File: src/rtl/dense_output_serializer.sv
// Streams a dense layer's parallel result vector out one element per beat.
// Vectors arriving while a frame drains are counted as drops.
module dense_output_serializer #(
    parameter int WIDTH       = 5,
    parameter int OUTPUT_SIZE = 4,
    parameter int APPLY_RELU  = 1,
    parameter int CNT_WIDTH   = 8,
    localparam int IDX_W      = (OUTPUT_SIZE > 1) ? $clog2(OUTPUT_SIZE) : 1
) (
    input  logic                    clk,
    input  logic                    reset,
    input  logic signed [WIDTH-1:0] in_data [0:OUTPUT_SIZE-1],
    input  logic                    in_valid,
    output logic                    in_ready,
    output logic signed [WIDTH-1:0] out_data,
    output logic                    out_valid,
    input  logic                    out_ready,
    output logic [IDX_W-1:0]        out_index,
    output logic                    out_last,
    output logic                    overflow,
    output logic [CNT_WIDTH-1:0]    drop_count,
    input  logic                    overflow_clr
);

    typedef enum logic {IDLE, SEND} state_t;

    localparam logic [IDX_W-1:0] LAST_IDX = IDX_W'(OUTPUT_SIZE - 1);

    state_t                  state_q, state_d;
    logic [IDX_W-1:0]        idx_q, idx_d;
    logic signed [WIDTH-1:0] buf_q [0:OUTPUT_SIZE-1];
    logic signed [WIDTH-1:0] buf_d [0:OUTPUT_SIZE-1];
    logic                    ovf_q, ovf_d;
    logic [CNT_WIDTH-1:0]    cnt_q, cnt_d;

    logic                    sending;
    logic                    at_last;
    logic                    fire;
    logic                    drop;
    logic signed [WIDTH-1:0] elem;

    always_comb begin
        sending   = (state_q == SEND);
        at_last   = sending && (idx_q == LAST_IDX);
        fire      = sending && out_ready;
        in_ready  = !sending || (fire && at_last);
        drop      = in_valid && !in_ready;

        state_d = state_q;
        idx_d   = idx_q;
        buf_d   = buf_q;

        unique case (state_q)
            IDLE: begin
                if (in_valid) begin
                    buf_d   = in_data;
                    idx_d   = '0;
                    state_d = SEND;
                end
            end
            SEND: begin
                if (fire) begin
                    if (!at_last) begin
                        idx_d = idx_q + IDX_W'(1);
                    end else if (in_valid) begin
                        // back-to-back frame: reload without a bubble
                        buf_d = in_data;
                        idx_d = '0;
                    end else begin
                        idx_d   = '0;
                        state_d = IDLE;
                    end
                end
            end
            default: state_d = IDLE;
        endcase

        ovf_d = ovf_q;
        cnt_d = cnt_q;
        if (overflow_clr) begin
            ovf_d = 1'b0;
            cnt_d = '0;
        end else if (drop) begin
            ovf_d = 1'b1;
            if (cnt_q != '1) cnt_d = cnt_q + CNT_WIDTH'(1);
        end
    end

    // Mux by comparison so a single-element vector needs no index bits.
    always_comb begin
        elem = '0;
        for (int i = 0; i < OUTPUT_SIZE; i++) begin
            if (idx_q == IDX_W'(i)) elem = buf_q[i];
        end
    end

    always_comb begin
        out_valid = sending;
        out_last  = at_last;
        out_index = idx_q;
        out_data  = '0;
        if (sending) begin
            if ((APPLY_RELU != 0) && elem[WIDTH-1]) out_data = '0;
            else out_data = elem;
        end
        overflow   = ovf_q;
        drop_count = cnt_q;
    end

    always_ff @(posedge clk or posedge reset) begin
        if (reset) begin
            state_q <= IDLE;
            idx_q   <= '0;
            ovf_q   <= 1'b0;
            cnt_q   <= '0;
            for (int i = 0; i < OUTPUT_SIZE; i++) buf_q[i] <= '0;
        end else begin
            state_q <= state_d;
            idx_q   <= idx_d;
            ovf_q   <= ovf_d;
            cnt_q   <= cnt_d;
            for (int i = 0; i < OUTPUT_SIZE; i++) buf_q[i] <= buf_d[i];
        end
    end

endmodule

File: config.mk
export PLATFORM = sky130hd
export DESIGN_NAME = dense_output_serializer
export DESIGN_NICKNAME = d
export VERILOG_FILES = /design/src/rtl/dense_output_serializer.sv
export SDC_FILE = /design/constraint.sdc
export NUM_CORES = 1
export LEC_CHECK = 0
export ABC_AREA = 1
export CELL_PAD_IN_SITES_DETAIL_PLACEMENT = 1
export CELL_PAD_IN_SITES_GLOBAL_PLACEMENT = 2
export CORE_MARGIN = 8
export CORE_UTILIZATION = 28
export DETAILED_ROUTE_END_ITERATION = 16
export MAX_ROUTING_LAYER = met4
export PLACE_DENSITY = 0.81
export RECOVER_POWER = 100
export SETUP_SLACK_MARGIN = 0.5
export SYNTH_ARGS = -nofsm -noshare
export SYNTH_HDL_FRONTEND = slang
export SYNTH_SLANG_ARGS = --single-unit
File: constraint.sdc
create_clock -name clk -period 2.1 [get_ports clk]
set_clock_uncertainty 0.15 [all_clocks]
set_input_delay 0.63 -clock clk [delete_from_list [all_inputs] [get_ports clk]]
set_output_delay 0.63 -clock clk [all_outputs]
set_load 0.03 [all_outputs]
== Yosys cells after proc, flatten, opt, wreduce, memory -nomap -nowiden ==
Cells that the tools add are included.
Widths: inputs -> output; s select.

* Bits in registers: 32
* Latch bits: 0
* Bits in writable memories: 0
* Bits in read-only memories: 0
* Input port bits: 25
* Output and inout bits: 19
* Logic and storage cells: 54
* Memories kept: 0

* Add/sub/neg operators: 2
* Multiply operators: 0
* Div/mod/pow operators: 0
* Order comparisons: 0
* Equality and inequality tests: 7
* Shift-type cells: 0
* Multiplexer cells: 23
* Bitwise logic cells: 1
* Reduce and logical (&&, ||, !) cells: 13

{| class="wikitable"
|+ Operators with widths
! operator !! number
|-
| $mux 20 || 3
|-
| $pmux 20 s2 || 1
|-
| $mux 8 || 3
|-
| $mux 5 || 4
|-
| $add 8x1->8 const B || 1
|-
| $mux 4 || 2
|-
| $ne 8x8->1 const B || 1
|-
| $mux 2 || 3
|-
| $reduce_and 2->1 || 3
|-
| $mux 1 || 5
|-
| $eq 2x2->1 const B || 2
|-
| $logic_and 1x1->1 || 4
|-
| $ne 2x2->1 const B || 2
|-
| $pmux 2 s2 || 1
|-
| $reduce_bool 2->1 || 2
|-
| $add 2x1->2 const B || 1
|-
| $eq 2x1->1 const B || 1
|-
| $logic_not 1->1 || 2
|-
| $logic_not 2->1 || 1
|-
| $ne 2x1->1 const B || 1
|-
| $pmux 1 s2 || 1
|-
| $logic_or 1x1->1 || 1
|-
| $not 1->1 || 1
|}

== Depth between registers and ports, before layout ==
Gate-level depths: netlist of run 1.

* Depth in word-level cells: 8
* Mapped depth: 9
* Mapped depth without buffers: 9

== Worst setup path before layout of run 1 ==
Ideal clock, no wire load.

* Path kind: register to output
* Start point: register idx_q[0] (netlist: out_index[0])
* End point: output port out_data[0]
* Arrival: 1679 ps
* Path slack: -359 ps
* Cell stages (with the launch flop): 10
* Buffers on the path: 0
* Cells stage by stage: dfrtp_1 > inv_1 > ha_1 > nand2_1 > nand2_1 > o211ai_1 > nand2_1 > nand2_1 > inv_2 > nor2_1

* Longest elaborated chain between the ends: 7
* Elaborated cells between the ends (all ways): 10
* Those cells by class: eq/ne: 3; mux: 6; reduce/logical: 1

{| class="wikitable"
|+ RTL lines
! what !! RTL line !! source
|-
| start: declaration || 30 || <nowiki>logic [IDX_W-1:0] idx_q, idx_d;</nowiki>
|-
| start signal: assignment || 119 || <nowiki>idx_q <= idx_d;</nowiki>
|-
| $logic_not 2->1 || 93 || <nowiki>if (idx_q == IDX_W'(i)) elem = buf_q[i];</nowiki>
|-
| $mux 5 (3 in a row) || 93 ||
|-
| $mux 5 * || 93 ||
|-
| $mux 4 * || 103 || <nowiki>if ((APPLY_RELU != 0) && elem[WIDTH-1]) out_data = '0;</nowiki>
|-
| $mux 4 * || 102 || <nowiki>if (sending) begin</nowiki>
|-
| end: declaration || 15 || <nowiki>output logic signed [WIDTH-1:0] out_data,</nowiki>
|}

Mark *: on every way between the ends. The rest lies on a longest branch, timed or not.

== Final worst setup path of run 1 ==
* Start point: register idx_q[1] (netlist: out_index[1])
* End point: output port out_data[2]

The elaborated chain is that of the path after synthesis.

==> run metrics, run 1 <==
run status finished, violations left; failing checks setup timing; post-place setup slack -0.1907 ns; CTS root buf clkbuf_8; Initial DRT Pass Iterations 4; clk_lat worst skew between 0.2 and 0.3 ns; hold_sp buf_q[12]; Initial Utilization between 20% and 30%; Final #Nets 333; IO Count 44; post-synthesis sequential area ratio 44.14%; largest net degree at the start of global routing 33; Worst Path Class, Setup reg2out; # rows 29; Achievable Freq 401.2 MHz; final worst-path setup slack -0.3925 ns; Max Cap Violations 0; min Tclk post-route around 2.5 ns; yosys warns 0; via count 1716; Area Overhead vs Synth 44.07%; DIE WIDTH 96.50 um; htree depth 2; RSZ-0062 raised after global routing true; Final Max Slew Viols 0; hold crit path type reg2reg; r2r worst-path depth 8; Die H 96.50 um; drc violations 0; WP data required about 1.3 ns; Core Area approximately 6300 um^2; Arrival @ worst endpoint 1.71 ns; critical path capture point type output port; filler cell count 794; die area 9311 um^2; Routed Antenna Nets 0; Leak 0.001302 uW; Hold Buf Count CTS 0; WL final 5361 um; worst-margin pin slew 0.8481 ns; total CTS buffers 5; CTS clock-pin slew for the worst setup and hold paths ~0.060 ns; via/cell ratio 4.504; total grt overflow 0; fin util 41.40%; worst-path maximum fanout 5; FF-to-FF Start out_index[0]; Sink Count 32; Max-slew headroom a little over two fifths; Antenna Cells 0; DRT iter0 DRCs around 40; cell taking the most area after synthesis dfrtp_1; Yosys cell types 29; worst vdd ir 0.9467 mV; CTS Buffer Depth 2; Cells after Synth 235; Final Hold Fails 0; hold path depth 2; initial antenna violation count 0; share of post-route cells with drive strength above 1 24.34%; Routed WL per cell 14.07 um; Avg Cell Area, Syn approximately 7.7 um^2; CTS tree built; Tot GR Track Use approximately an eighth; DP HPWL 4078 um; Hold EP buf_q[12]; R2R Setup Slk 0.17 ns; Net Count, Synth between 200 and 300; global-route wire length before repair about 9000 um; Synth top area share 44.14%; worst r2r dst buf_q[6]; area of the mapped netlist 1814 um^2; Startpoint Class register; vias in the first global route between 1500 and 2000; power per cell area 1267 nW/um^2; Area contributors post-synth dfrtp_1, nand2_1, nand3_1, inv_1, a21oi_1; Port Buffers 42; Yosys reg bits 32; crit share post-route 118.7%; setup violators final 6; GPL Wtd Cong 0.7010
## worst max-delay path, cell delays in order, from the launching register on
cell and delay, ns:
dfrtp_2 0.46, inv_4 0.09, ha_4 0.17, inv_6 0.05
o211ai_1 0.17, nand2_1 0.11, nand2_2 0.10, inv_4 0.06
nor2_4 0.07, buf_6 0.13
## cells in the mapped netlist
cell and count:
nand3_2 2, inv_2 2, ha_1 5, inv_4 1, o21ai_2 2, nand2_1 85, xor2_1 1, o21bai_1 2
a21oi_1 14, nand2_2 2, buf_6 1, nor2_4 1, o21ai_0 4, buf_2 2, nand4_1 1, nand3b_1 1
inv_1 20, nand2_8 1, buf_4 4, nor2_2 1, nor2_1 14, dfrtp_1 32, nand2_4 3, clkbuf_1 1
conb_1 1, o211ai_1 4, bufinv_8 1, o21ai_1 2, nand3_1 25
## worst max-delay path by stage
stage	startpoint	endpoint	slack, ns	cells past startpoint
3_3_place_gp	out_ready	in_ready	-0.18	4
3_5_place_dp	out_index[1]	out_data[0]	-0.19	9
5_1_grt	out_index[1]	out_data[0]	-0.53	9
2_1_floorplan	out_index[0]	out_data[0]	-0.06	8
6_report	out_index[1]	out_data[2]	-0.39	9
4_1_cts	out_index[1]	out_data[3]	-0.44	9
## sequential cells by signal (all words and copies together) (netlist names)
name and cells:
out_valid 1, overflow 1, buf_q 20, out_index 2
drop_count 8
## through the flow
stage	cells	TNS, ns	area [um^2]	total power [uW]	hold slack (ns)
2_1_floorplan	235	-0.1425	1898	2103	0.2917
3_3_place_gp	367	-2.560	2496	2649	0.3056
3_5_place_dp	367	-3.014	2496	2708	0.3140
4_1_cts	380	-1.980	2676	3376	0.3296
5_1_grt	381	-2.417	2614	3590	0.3567
6_report	381	-1.754	2614	3312	0.3238
## cells by family after synthesis
kind of cell / after synthesis / share of synthesized area (%)
and+or+nand+nor: 136 / 33.86
AOI/OAI and AO/OA: 28 / 8.966
xor gates and xnor gates: 1 / 0.4828
other: 1 / 0.2067
DFF: 32 / 44.14
adders and majority gates: 5 / 3.448
buffers and inverters: 32 / 8.897
## report_power, final
| group | total [uW] | internal, uW | switching (uW) |
|---|---|---|---|
| clock | 493 | 267 | 225 |
| sequential | 974 | 831 | 143 |
| combinational | 1850 | 778 | 1070 |
## layout by cell type (no fill, tap or decap), types with 8 or more instances in the layout
cell	instances
a21oi_1	13
buf_4	24
buf_6	8
clkbuf_1	11
clkdlybuf4s50_1	22
dfrtp_1	29
inv_1	16
nand2_1	84
nand3_1	25
nor2_1	11
## cell type report
| type | count | area, um^2 | area share, % |
|---|---|---|---|
| clock buffer | 8 | 90.09 | 3.447 |
| inverter | 24 | 118.9 | 4.548 |
| multi-input combinational | 171 | 920.9 | 35.23 |
| sequential | 32 | 804.5 | 30.78 |
| tap | 77 | 96.34 | 3.686 |
| timing repair buffer | 68 | 579.3 | 22.16 |
| timing repair inverter | 1 | 3.754 | 0.1436 |
## what timing repair did
action,in CTS,in global routing
cloned,1,0
setup endpoints to repair,50,50
pin swaps,4,1
resized for setup,91,5
setup buffers,4,1
## metal layers
layer | global-route usage [%] | up-vias | wire, um
met2 | 19.90 | 34 | 2418
li1 | - | 879 | -
met5 | - | - | 0
met1 | 16.57 | 794 | 2592
met3 | 2.859 | 9 | 249
met4 | 4.666 | 0 | 101
Note: power is estimated with default switching activity, not from simulation.
==> run 2: changes to the inputs <==
==> constraint.sdc (replaced) <==
create_clock -name clk -period 2.3 [get_ports clk]
set_clock_uncertainty 0.15 [all_clocks]
set_input_delay 0.69 -clock clk [delete_from_list [all_inputs] [get_ports clk]]
set_output_delay 0.69 -clock clk [all_outputs]
set_load 0.03 [all_outputs]
==> run 2 against run 1 <==
Compared with the run above:
- the flow still finishes with violations (setup timing)
- via count unchanged
- global-route usage down 0.63 points
- sequential share of layout area is 0.69 points higher
- die area unchanged
- worst hold slack better by 0.0019 ns
- first-iteration DRC count up 100%
- critical path type unchanged
- highest routed layer unchanged
==> run metrics, run 2 (synthesized netlist as in run 1, its figures left out) <==
run status finished, violations left; failing checks setup timing; Max Cap Violations 0 (unchanged); Sink Count 32 (unchanged); hold_sp buf_q[19]; final setup TNS -0.8367 ns (+0.9174 ns); DP HPWL 3897 um (-4.4%); r2r worst-path depth 8 (unchanged); Top reg by flops buf_q; drc violations 0 (unchanged); Max-slew headroom 43.21% (-0.26 points); DRT iter0 DRCs 83 (+100%); crit share post-route 109.3%; routing usage on met1 15.37% (-1.2 points); die area 9311 um^2 (unchanged); Worst setup endpoint out_data[0]; flip-flop count of the largest register after layout 20 (unchanged); vias in the first global route 1808 (-3.5%); Routed WL per cell 13.90 um (-1.2%); min Tclk post-route 2.513 ns; Final Hold Fails 0 (unchanged); IO Count 44 (unchanged); Final Max Slew Viols 0 (unchanged); CTS clock-pin slew for the worst setup and hold paths 0.07 ns (about the same); power per cell area 1158 nW/um^2 (-8.6%); Worst Path Class, Setup reg2out; Routed Antenna Nets 0 (unchanged); worst-margin pin slew 0.8519 ns (+0.003844 ns); setup violators final 5 (-1); Arrival @ worst endpoint 1.67 ns (-0.04 ns); met3 Resource Use GR 4.096% (+1.2 points); DP Cell Count 358 (-2.5%); htree depth 2 (unchanged); initial antenna violation count 0 (unchanged); Die H 96.50 um (unchanged); CTS tree built; CTS root buf clkbuf_8; non-filler cells, final 379 (-0.52%); RSZ-0062 raised after global routing true; fin util 40.69% (-0.71 points); final worst-path setup slack -0.2131 ns (+0.1794 ns); total grt overflow 0 (unchanged); Achievable Freq slightly below 400 MHz; Tot GR Track Use 12.41% (-0.63 points); Initial DRT Pass Iterations 4 (unchanged); largest net degree at the start of global routing 33 (unchanged); share of post-route cells with drive strength above 1 24.17% (-0.17 points); peak-usage layer in the global routing report met2; Setup crit start out_index[1]; critical path capture point type output port; Area Overhead vs Synth 41.59%; via/cell ratio 4.528 (+0.53%); # rows 29 (unchanged); total CTS buffers 5 (unchanged); most frequent cells in the layout nand2_1, nand3_1, dfrtp_1; Initial Utilization 28.74% (unchanged); GPL Wtd Cong 0.7135 (+1.8%); worst-path maximum fanout 9 (+4); Port Buffers 42 (unchanged); worst vdd ir 0.6268 mV (-34%); WP data required 1.46 ns (+0.14 ns); CTS Buffer Depth 2 (unchanged); most common cell after layout, fill and taps aside nand2_1; Startpoint Class register; via count 1716 (unchanged); Core Area 6314 um^2 (unchanged); DIE WIDTH 96.50 um (unchanged); WL final 5267 um (-1.8%); Leak 0.001273 uW (-2.2%); Antenna Cells 0 (unchanged); Final #Nets 331 (-0.60%); global-route wire length before repair 8700 um (-3.8%); met2 usage in global routing 18.71% (-1.2 points); FF-to-FF Start out_index[0]; R2R Setup Slk 0.17 ns (about the same); clk_lat worst skew 0.29 ns (about the same); Hold Buf Count CTS 0 (unchanged); post-place setup slack -0.1053 ns (+0.08537 ns); worst r2r dst buf_q[0]; hold crit path type reg2reg
[run 2: report_power, final]
group          switching (uW)  internal (uW)
Combinational             954            667
Sequential                131            759
Clock                     220            244
[run 2: repair_timing]
item | in CTS | in global routing
endpoints found under the hold margin | 0 | 0
gates cloned | 0 | 1
gates resized for setup | 74 | 13
setup buffers | 4 | 8
pin swaps | 2 | 2
endpoints found under the setup margin | 38 | 39
[run 2: worst min path at each step]
stage	end	depth (start not counted)
2_1_floorplan	buf_q[18]	2
6_report	buf_q[19]	2
3_3_place_gp	buf_q[4]	2
5_1_grt	buf_q[13]	2
4_1_cts	buf_q[16]	2
3_5_place_dp	buf_q[16]	2
[run 2: per-layer routing]
layer,part of all wire (%),vias to the layer above,wire [um]
met1,47,801,2491
li1,-,876,-
met3,6.0,7,315
met2,45,32,2394
met5,0,-,0
met4,1.3,0,66
[run 2: through the flow]
stage	total power (uW)	hold WS, ns	cell area, um^2
2_1_floorplan	1920	0.2917	1898
3_3_place_gp	2364	0.3054	2419
3_5_place_dp	2403	0.3127	2419
4_1_cts	3009	0.3281	2534
5_1_grt	3231	0.3453	2569
6_report	2975	0.3257	2569
[run 2: critical path, stage by stage (launching register included)]
cell and delay, ns:
dfrtp_2 0.45, inv_4 0.09, ha_4 0.16, inv_6 0.05, o211ai_1 0.15, nand2_1 0.09, nand2_2 0.10, inv_4 0.06
nor2_4 0.10, buf_6 0.13
[run 2: final cells by class]
type	instances	area (um^2)
repair buffers	66	539.3
inverters	24	117.6
well taps	77	96.34
clock buffers	8	90.09
multi-input cells	172	917.1
flip-flops and latches	32	808.3
fillers	796	3745
==> run 3: changes to the inputs <==
--- a/config.mk
+++ b/config.mk
@@ -5,14 +5,13 @@
 export SDC_FILE = /design/constraint.sdc
 export NUM_CORES = 1
 export LEC_CHECK = 0
-export ABC_AREA = 1
 export CELL_PAD_IN_SITES_DETAIL_PLACEMENT = 1
 export CELL_PAD_IN_SITES_GLOBAL_PLACEMENT = 2
 export CORE_MARGIN = 8
-export CORE_UTILIZATION = 28
+export CORE_UTILIZATION = 30
 export DETAILED_ROUTE_END_ITERATION = 16
 export MAX_ROUTING_LAYER = met4
-export PLACE_DENSITY = 0.81
+export PLACE_DENSITY = 0.8
 export RECOVER_POWER = 100
 export SETUP_SLACK_MARGIN = 0.5
 export SYNTH_ARGS = -nofsm -noshare
==> run 3 against run 2 <==
Compared with the run above:
- the flow still finishes with violations (setup timing)
- maximum frequency decreased by 6.0%
- clock-buffer cell count unchanged
- largest cell class unchanged
- routed wire length decreased by 4.7%
- critical path depth decreased by 2
- final cell count decreased by 25%
- global-route usage increased by 0.95 points
- via count decreased by 19%
==> run metrics, run 3 <==
FF-to-FF Start out_index[0]; R2R Setup Slk 0.02 ns (-0.15 ns); Port Buffers 42 (unchanged); Tot GR Track Use 13.36% (+0.95 points); area of the multi-input gates 917.1 um^2 (unchanged); vias in the first global route 1573 (-13%); DP HPWL 3292 um (-16%); largest net degree at the start of global routing 33 (unchanged); critical path capture point type output port; Startpoint Class register; Hold Worst Slack 0.3486 ns (+0.02295 ns); GPL Wtd Cong 0.7838 (+9.9%); CTS root buf clkbuf_8; clk_lat worst skew 0.28 ns (about the same); setup violators final 6 (+1); power per cell area 1170 nW/um^2 (+1.0%); Achievable Freq 374.0 MHz (-6.0%); final setup TNS -1.701 ns (-0.8641 ns); DRT iter0 DRCs 55 (-34%); Setup crit start out_index[0]; worst-path maximum fanout 5 (-4); most frequent cells in the layout dfrtp_1, buf_4, mux2_2, clkdlybuf4s50_1, nand2_1; CTS clock-pin slew for the worst setup and hold paths 0.07 ns (about the same); Area contributors post-synth dfrtp_1, mux2_2, ha_1, a21oi_1, nand2_1; final worst-path setup slack -0.3739 ns (-0.1608 ns); Leak 0.001160 uW (-8.9%); worst r2r dst buf_q[3]; worst vdd ir 0.5833 mV (-6.9%); Final #Nets 242 (-27%); worst-margin pin slew 0.8100 ns (-0.04195 ns); Initial DRT Pass Iterations 4 (unchanged); Max Cap Violations 0 (unchanged); Avg Cell Area, Syn 11.22 um^2 (+45%); commonest cells in the netlist dfrtp_1, mux2_2, nand2_1, a21oi_1, inv_1; drc violations 0 (unchanged); IO Count 44 (unchanged); non-filler cells, final 283 (-25%); asr flop ratio synth 100.0% (unchanged); WP data required 1.46 ns (about the same); # rows 26 (-10%); min Tclk post-route 2.674 ns (+0.1608 ns); Post-synth EDFFs 0 (unchanged); Top reg by flops buf_q; Max-slew headroom 46.00% (+2.8 points); initial antenna violation count 0 (unchanged); share of post-route cells with drive strength above 1 55.40% (+31 points); hold_sp overflow; post-synthesis sequential area ratio 49.92% (+5.8 points); Yosys cell types 34 (+17%); count leader, synth dfrtp_1; total CTS buffers 5 (unchanged); Final Hold Fails 0 (unchanged); filler cell count 567 (-29%); crit share post-route 116.3% (+7.0 points); Most used DFF post-synth dfrtp_1; WL final 5019 um (-4.7%); Routed Antenna Nets 0 (unchanged); hold crit path type reg2reg; Synth top area share 49.92% (+5.8 points); r2r worst-path depth 9 (+1); area of the mapped netlist 1604 um^2 (-12%); fin util 50.78% (+10 points); Arrival @ worst endpoint 1.83 ns (+0.16 ns); failing checks setup timing; Core Area 5140 um^2 (-19%); Hold Buf Count CTS 0 (unchanged); Net Count, Synth 173 (-35%); Antenna Cells 0 (unchanged); DIE WIDTH 89.12 um (-7.6%); die area 7942 um^2 (-15%); Routed WL per cell 17.73 um (+28%); total grt overflow 0 (unchanged); Initial Utilization 31.21% (+2.5 points); cell taking the most area after synthesis dfrtp_1; via/cell ratio 4.898 (+8.2%); yosys warns 0 (unchanged); Cells after Synth 143 (-39%); DP Cell Count 264 (-26%); RSZ-0062 raised after global routing true; Die H 89.12 um (-7.6%); flip-flop count of the largest register after layout 20 (unchanged); htree depth 2 (unchanged); FF/Latch Area 812.0 um^2 (+0.46%); Worst Path Class, Setup reg2out; Yosys reg bits 32 (unchanged); run status finished, violations left; CTS Buffer Depth 2 (unchanged); Worst setup endpoint out_data[3]; CTS tree built; via count 1386 (-19%); Final Max Slew Viols 0 (unchanged); Area Overhead vs Synth 62.71%; global-route wire length before repair 7817 um (-10%); Sink Count 32 (unchanged)
## run 3: cell count changes in the layout (fill, tap and decap cells not counted), moves of 4 or more
cell and delta:
a21oi_1 -9, a21oi_2 +5, buf_2 +6, buf_6 +4, clkbuf_1 -8, inv_1 -10, mux2_2 +21, nand2_1 -77
nand3_1 -23, nor2_1 -7, nor2_4 -4, o211ai_1 -4
## run 3: kinds of logic after synthesis
kind of cell | after synthesis | share of synthesized area, %
AND/OR/NAND/NOR | 37 | 12.25
flip-flops | 32 | 49.92
AO/OA/AOI/OAI | 29 | 12.79
multiplexers | 23 | 15.99
buffers and inverters | 15 | 4.368
adder cells (fa/ha/maj) | 5 | 3.900
other | 1 | 0.2338
XOR/XNOR | 1 | 0.5461
## run 3: worst min path at each step
stage	to	depth (start not counted)
2_1_floorplan	buf_q[0]	1
3_3_place_gp	overflow	2
3_5_place_dp	overflow	2
4_1_cts	overflow	2
5_1_grt	overflow	2
6_report	overflow	2
## run 3: repair_timing
item	CTS	global route
pin swaps	4	11
gates resized for setup	82	33
setup buffers	1	7
endpoints found under the setup margin	46	41
cloned	2	1
## run 3: layout make-up
type,count,area share (%)
well taps,70,3.356
inverters,8,1.246
flip-flops and latches,32,31.11
repair buffers,69,25.70
multi-input cells,96,35.14
clock buffers,8,3.452
## run 3: metal layers
| metal | wire (um) | vias up | share of wire, % | global-route usage [%] |
|---|---|---|---|---|
| li1 | - | 645 | - | - |
| met1 | 1941 | 696 | 39 | 14.46 |
| met2 | 2736 | 36 | 55 | 23.57 |
| met3 | 269 | 9 | 5.4 | 3.125 |
| met4 | 72 | 0 | 1.4 | 4.230 |
| met5 | 0 | - | 0 | - |
## run 3: worst max-delay path: stages, from the launching register on
cell     delay (ns)
dfrtp_2        0.44
buf_4          0.16
ha_2           0.20
buf_4          0.16
nand2_1        0.08
o311a_4        0.23
nor2b_4        0.14
buf_6          0.13
## run 3: per-stage QoR
step | total power (uW) | area, um^2 | setup slack [ns]
2_1_floorplan | 1798 | 1657 | -0.07799
3_3_place_gp | 2240 | 2231 | -0.1316
3_5_place_dp | 2292 | 2231 | -0.1633
4_1_cts | 2924 | 2444 | -0.3921
5_1_grt | 3225 | 2610 | -0.4485
6_report | 3054 | 2610 | -0.3739
## run 3: report_power, final
part | switching, uW | internal (uW)
combinational | 770 | 912
clock | 199 | 244
sequential | 154 | 775
total | 1120 | 1930
